**src/rtl/addsub32_seq.sv**
```systemverilog
// addsub32_seq: 32-bit add/subtract sequencer. It time-shares one external
// combinational HALF_W-bit adder over two cycles. The low half is computed
// first, then the high half using the registered low-half carry.
// Subtraction is A + ~B + 1.
//
// Optional feature: define ADDSUB_SAT_EN to saturate the result on signed
// overflow (0x7FFF_FFFF for positive A, 0x8000_0000 for negative A).
//
// Ports:
//   clk, rst            clock; synchronous active-high reset
//   start, op, a, b     request handshake; op 0 = add, 1 = subtract
//   adder_a/b/cin       drive the shared adder (b already inverted for sub)
//   adder_sum/cout      combinational return from the shared adder
//   busy                high while the LO and HI halves are in progress
//   done                one-cycle pulse when result/cout/ovf are valid
//   result, cout, ovf   registered result, carry out of the MSB, signed overflow
module addsub32_seq #(
    parameter int HALF_W = 16
) (
    input  logic                clk,
    input  logic                rst,
    input  logic                start,
    input  logic                op,
    input  logic [2*HALF_W-1:0] a,
    input  logic [2*HALF_W-1:0] b,
    output logic [HALF_W-1:0]   adder_a,
    output logic [HALF_W-1:0]   adder_b,
    output logic                adder_cin,
    input  logic [HALF_W-1:0]   adder_sum,
    input  logic                adder_cout,
    output logic                busy,
    output logic                done,
    output logic [2*HALF_W-1:0] result,
    output logic                cout,
    output logic                ovf
);

    localparam int W = 2 * HALF_W;

    typedef enum logic [1:0] {IDLE, LO, HI, DONE} state_e;

    state_e         state_q, state_d;
    logic [W-1:0]   a_q, a_d;
    logic [W-1:0]   b_eff_q, b_eff_d;
    logic           op_q, op_d;
    logic           carry_q, carry_d;
    logic [W-1:0]   result_q, result_d;
    logic           cout_q, cout_d;
    logic           ovf_q, ovf_d;

    // Signed overflow of the full-width sum. It is only meaningful while the
    // high half is on the adder. Both operands have the same sign, but the
    // sum sign differs from it.
    logic ovf_hi;
    assign ovf_hi = (a_q[W-1] == b_eff_q[W-1]) && (adder_sum[HALF_W-1] != a_q[W-1]);

    always_comb begin
        // NOTE: every signal gets a default first, so no path can leave one
        // unassigned and infer a latch.
        state_d   = state_q;
        a_d       = a_q;
        b_eff_d   = b_eff_q;
        op_d      = op_q;
        carry_d   = carry_q;
        result_d  = result_q;
        cout_d    = cout_q;
        ovf_d     = ovf_q;
        adder_a   = '0;
        adder_b   = '0;
        adder_cin = 1'b0;

        case (state_q)
            IDLE, DONE: begin
                if (start) begin
                    a_d     = a;
                    b_eff_d = op ? ~b : b;
                    op_d    = op;
                    state_d = LO;
                end else begin
                    state_d = IDLE;
                end
            end
            LO: begin
                adder_a   = a_q[HALF_W-1:0];
                adder_b   = b_eff_q[HALF_W-1:0];
                adder_cin = op_q;  // the "+1" of two's-complement subtraction
                result_d[HALF_W-1:0] = adder_sum;
                carry_d   = adder_cout;
                state_d   = HI;
            end
            HI: begin
                adder_a   = a_q[W-1:HALF_W];
                adder_b   = b_eff_q[W-1:HALF_W];
                adder_cin = carry_q;
                result_d[W-1:HALF_W] = adder_sum;
                cout_d    = adder_cout;
                ovf_d     = ovf_hi;
`ifdef ADDSUB_SAT_EN
                if (ovf_hi) begin
                    result_d = a_q[W-1] ? {1'b1, {(W-1){1'b0}}} : {1'b0, {(W-1){1'b1}}};
                end
`endif
                state_d   = DONE;
            end
            default: state_d = IDLE;
        endcase
    end

    // NOTE: sequential state uses non-blocking assignments, so every register
    // samples the pre-edge value of every other register.
    always_ff @(posedge clk) begin
        if (rst) begin
            state_q  <= IDLE;
            a_q      <= '0;
            b_eff_q  <= '0;
            op_q     <= 1'b0;
            carry_q  <= 1'b0;
            result_q <= '0;
            cout_q   <= 1'b0;
            ovf_q    <= 1'b0;
        end else begin
            state_q  <= state_d;
            a_q      <= a_d;
            b_eff_q  <= b_eff_d;
            op_q     <= op_d;
            carry_q  <= carry_d;
            result_q <= result_d;
            cout_q   <= cout_d;
            ovf_q    <= ovf_d;
        end
    end

    assign busy   = (state_q == LO) || (state_q == HI);
    assign done   = (state_q == DONE);
    assign result = result_q;
    assign cout   = cout_q;
    assign ovf    = ovf_q;

endmodule

```
**config.mk**
```make
export PLATFORM = sky130hd
export DESIGN_NAME = addsub32_seq
export DESIGN_NICKNAME = d
export VERILOG_FILES = /design/src/rtl/addsub32_seq.sv
export SDC_FILE = /design/constraint.sdc
export NUM_CORES = 1
export LEC_CHECK = 0
export CAP_MARGIN = 20
export CORE_ASPECT_RATIO = 0.6
export CORE_MARGIN = 2
export CORE_UTILIZATION = 44
export DETAILED_ROUTE_END_ITERATION = 16
export GPL_ROUTABILITY_DRIVEN = 1
export PLACE_DENSITY = 0.73
export SLEW_MARGIN = 10
export SYNTH_ARGS = -nofsm -noshare
export SYNTH_HDL_FRONTEND = slang
export SYNTH_SLANG_ARGS = --single-unit
```
**constraint.sdc**
```tcl
create_clock -name clk -period 2.3 [get_ports clk]
set_clock_uncertainty 0.2 [all_clocks]
set_input_delay 0.345 -clock clk [delete_from_list [all_inputs] [get_ports clk]]
set_output_delay 0.345 -clock clk [all_outputs]
set_load 0.05 [all_outputs]
```
# [Word-level counts from Yosys, hierarchy flattened]
# Cells that the tools add are included.
[word_totals] regBits=102 latch_bits=0 mem_bits_rw=0 rom_bits=0 input_bits=85 word_cells=26 n_memories=0
[classes] add_sub_neg=0 n_mul=0 n_div=0 order_cmp=0 eq_ne=5 shift=0 n_mux=6 bitwise_logic=1 n_reduce_logical=5
[op_table] operator="$pmux W16 S2" n=2
[op_table] operator="$mux W32" n=1
[op_table] operator="$not A32 Y32" n=1
[op_table] operator="$pmux W2 S3" n=1
[op_table] operator="$eq A2 B2 Y1 const B" n=2
[op_table] operator="$eq A2 B1 Y1 const B" n=1
[op_table] operator="$logic_not A2 Y1" n=1
[op_table] operator="$pmux W1 S2" n=1
[op_table] operator="$reduce_and A2 Y1" n=1
[op_table] operator="$reduce_or A2 Y1" n=1
[op_table] operator="$eq A1 B1 Y1" n=1
[op_table] operator="$logic_and A1 B1 Y1" n=1
[op_table] operator="$logic_or A1 B1 Y1" n=1
[op_table] operator="$mux W1" n=1
[op_table] operator="$ne A1 B1 Y1" n=1

# [Logic depth before layout (Yosys ltp)]
[logic_depth] word_depth=3 mapped_depth=7 depth_no_buf=4

# [Worst setup path after synthesis]
# Ideal clock, no wire load.
[synth_timing] path_type="reg-to-output" startpoint="register state_q[0]" endpoint="output port adder_a[0]" arrival_time_ps=1810 required_ps=1755 path_slack_ps=-55 path_stages_with_launch=7 n_path_buf=3 cell_sequence="dfxtp_1 -> inv_1 -> ha_1 -> buf_6 -> buf_2 -> buf_2 -> nor2_1"
[synth_via] elab_chain_cells=2
[synth_rtl] element="start, declared" line="42" text="state_e state_q, state_d;"
[synth_rtl] element="start signal, assigned" line="122" text="state_q <= state_d;"
[synth_rtl] element="$eq A2 B2 Y1 / $eq A2 B1 Y1 (equally long branches)" line="72" text="case (state_q)"
[synth_rtl] element="$pmux W16 S2 *" line="72"
[synth_rtl] element="end, declared" line="26" text="output logic [HALF_W-1:0] adder_a,"
# Every way passes the cells marked *; elsewhere a longest branch is shown, timed or not.

# [Final worst setup path]
[layout_timing] startpoint="register state_q[0]" endpoint="output port adder_b[7]"
[layout_via] elab_chain_cells=2
[layout_rtl] element="$eq A2 B2 Y1 / $eq A2 B1 Y1 (equally long branches)" line="72"
[layout_rtl] element="$pmux W16 S2 *" line="72"
[layout_rtl] element="end, declared" line="27" text="output logic [HALF_W-1:0] adder_b,"
# Marked as above.

==> impl_results.md <==
* Fraction of layout cells with a size suffix above 1 at 0.2622
* Chip height at roughly 85 microns
* Final Setup Violations at 0
* NetSw at around 0.0018 W
* Comb pwr share at 0.325
* WL per Instance at 17.42 microns
* Post-synth top area share at 0.4242
* Min Hold Slack at 207.4 ps
* Gr usage total at 0.2210
* Sink Count at just over 100
* Drt pass-1 iters at 4
* Max Buffers Root-to-Sink at 2
* Max-Cap Viols at 0
* Syn Area/Cell at about 9.6 sq um
* Initial Util at 0.4543
* Fin nets at about 720
* Pre-CTS setup slack at 302.4 ps
* Fill cells at about 810
* Slew HR at 0.6228
* Leading area contributor after synthesis: dfxtp_1
* Slew Limit Fails at 0
* RSZ-0062 raised after global routing: yes
* Width of the die at 139.0 microns
* HP Class: input port to flop
* H-tree levels at 3
* Core area at 10600 sq um
* Hold-fix buffers, CTS at 0
* Post-route setup slack at around 57 ps
* HPWL after DPL at ~9.1 mm
* Via density at about 5.4
* Hold Crit Depth at 3
* Yosys warning count at 0
* Ant. Diodes at 0
* Post-route minimum period at 2243 ps
* Register area share after synthesis at 0.4242
* Worst EP arrival at approximately 1700 ps
* CP Class: flop to output pin
* Top cells by count, synth: dfxtp_1, nor2_1, a21oi_1, mux2i_1
* Post-synthesis cell type count at 21
* Int Power at just under 0.004 W
* Total CTS buffers at 9
* Initial DRC Count at about 230
* RePlAce Congestion at 0.7792
* Site row count at 29
* Port Buf Inserts at about 150
* CTS root buf: clkbuf_16
* Worst r2r path cells at 4
* Post-route ant nets at 0
* Initial antenna violation count at 0
* Peak Freq at roughly 450 MHz
* Post-Synthesis Cells at approximately 500
* Most common cell in the netlist: dfxtp_1
* Status: completed
* Multi-input logic area at between 2000 and 3000 sq um
* Grt total ovfl at 0
* Mapped Area at 4813 sq um
* Seq. cell area at 2043 sq um
* Ports at 154
* Area added between synthesis and finish at 49.96%
* Synth area leaders: dfxtp_1, a211oi_2, mux2i_1
* Least-Margin Pin Slew at roughly 560 ps
* Number of global-route vias before repair at 4130
* Wire length of the first global-routing pass at between 20 and 25 mm
* Leak at between 2 and 3 nW
* Mapped Nets at ~600
* # DRC at 0
* Clock transition at path regs at roughly 70 ps
* Worst Path Max Fanout at 23
* Worst vdd ir at a little over 0.4 mV
* Vias at 4192
* Clock Latency Late Sink at approximately 340 ps
* Power Total at ~0.0057 W
* Sw Share at 0.3172
* Tcrit/Tclk final at 0.9751
* Startpoint type of the worst setup path: flop
* Post-synth EDFFs at 0
* Clock Power Share at 0.307
* Fin. Hold Viols at 0
* Largest net degree at the start of global routing at slightly above 100
* FF+latch count, synth at around 100
* CP required at around 1800 ps
* Commonest register cell after synthesis: dfxtp_1
* Die ar. at around 12000 sq um
* Sequential Power Share at 0.368
* Drt total wl at 13.45 mm
* Crit. End Element: output pin
* CTS tree: done
* Post-synth ARST share at 0
* PwrDens at between 700 and 800 nW/um^2
[power by group through the flow]
stage,combinational [W],clock (W),sequential (W)
after detailed placement,0.00171,0,0.00212
after global routing,0.00197,0.00185,0.00210
after global placement,0.00167,0,0.00211
after floorplan,0.00101,0,0.00225
after CTS,0.00172,0.00177,0.00208
final,0.00184,0.00174,0.00208
[flip-flops by register name (all words and copies together), names as in the netlist]
signal	count
op_q	1
ovf	1
result	32
state_q	2
carry_q	1
a_q	32
cout	1
b_eff_q	32
[cells by family after synthesis]
kind of cell / synth area share
AO/OA/AOI/OAI: 0.2706
adder cells (fa/ha/maj): 0.01040
multiplexers: 0.07278
buffers and inverters: 0.06966
XOR/XNOR: 0.05823
AND/OR/NAND/NOR: 0.09410
flip-flops: 0.4242
[worst max-delay path: stages, from the launching register on]
cell     delay, ps
dfxtp_1        370
inv_1          100
ha_4           410
buf_12         210
nor2_1         100
buf_12         150
[cell usage in the layout (no fill, tap or decap), types with 2 or more instances in the layout]
master	n
nor2_1	46
a21oi_1	65
clkbuf_16	11
ha_2	2
a21bo_2	33
a211oi_1	2
bufinv_16	3
dfxtp_1	101
buf_4	12
buf_12	39
a22oi_1	30
a22oi_2	3
buf_8	2
xnor2_1	32
mux2i_1	35
nor2_2	24
nand3_1	33
clkdlybuf4s50_1	115
a211oi_2	30
inv_1	3
[routing by layer]
layer,GRT usage,share of wire,vias to the layer above
li1,-,-,2026
met1,0.3119,0.47,2024
met2,0.3471,0.46,129
met3,0.05361,0.058,13
met4,0.04683,0.0096,0
met5,0,0,-
[through the flow]
| stage | area, sq um | setup TNS [ps] | cells | utilization |
|---|---|---|---|---|
| after floorplan | 4828 | -1426 | 503 | - |
| after global placement | 6723 | 0 | 752 | 0.6345 |
| after detailed placement | 6723 | 0 | 752 | 0.6345 |
| after CTS | 7086 | -1.001 | 767 | 0.6688 |
| after global routing | 7218 | -37.85 | 772 | 0.6813 |
| final | 7218 | 0 | 772 | 0.6813 |
[final cells by class]
class	instances	share of cell area
Clock buffer	10	0.03311
Clock inverter	5	0.01473
Tap cell	139	0.02409
Inverter	3	0.001560
Sequential cell	102	0.2831
Timing Repair Buffer	172	0.2931
Multi-Input combinational cell	341	0.3503
[timing repair]
item,in CTS,in global routing
gates cloned,0,2
gates resized for setup,7,21
endpoints found under the setup margin,21,34
setup buffers,0,3
pin swaps,0,3
[final timing paths]
check / slack, ps / endpoint / startpoint
max: 60 / adder_b[7] / state_q[0]
min: 210 / a_q[13] / start
max reg2reg: 380 / b_eff_q[10] / state_q[0]
min reg2reg: 290 / result[16] / result[16]
Note: power is estimated with default switching activity, not from simulation.
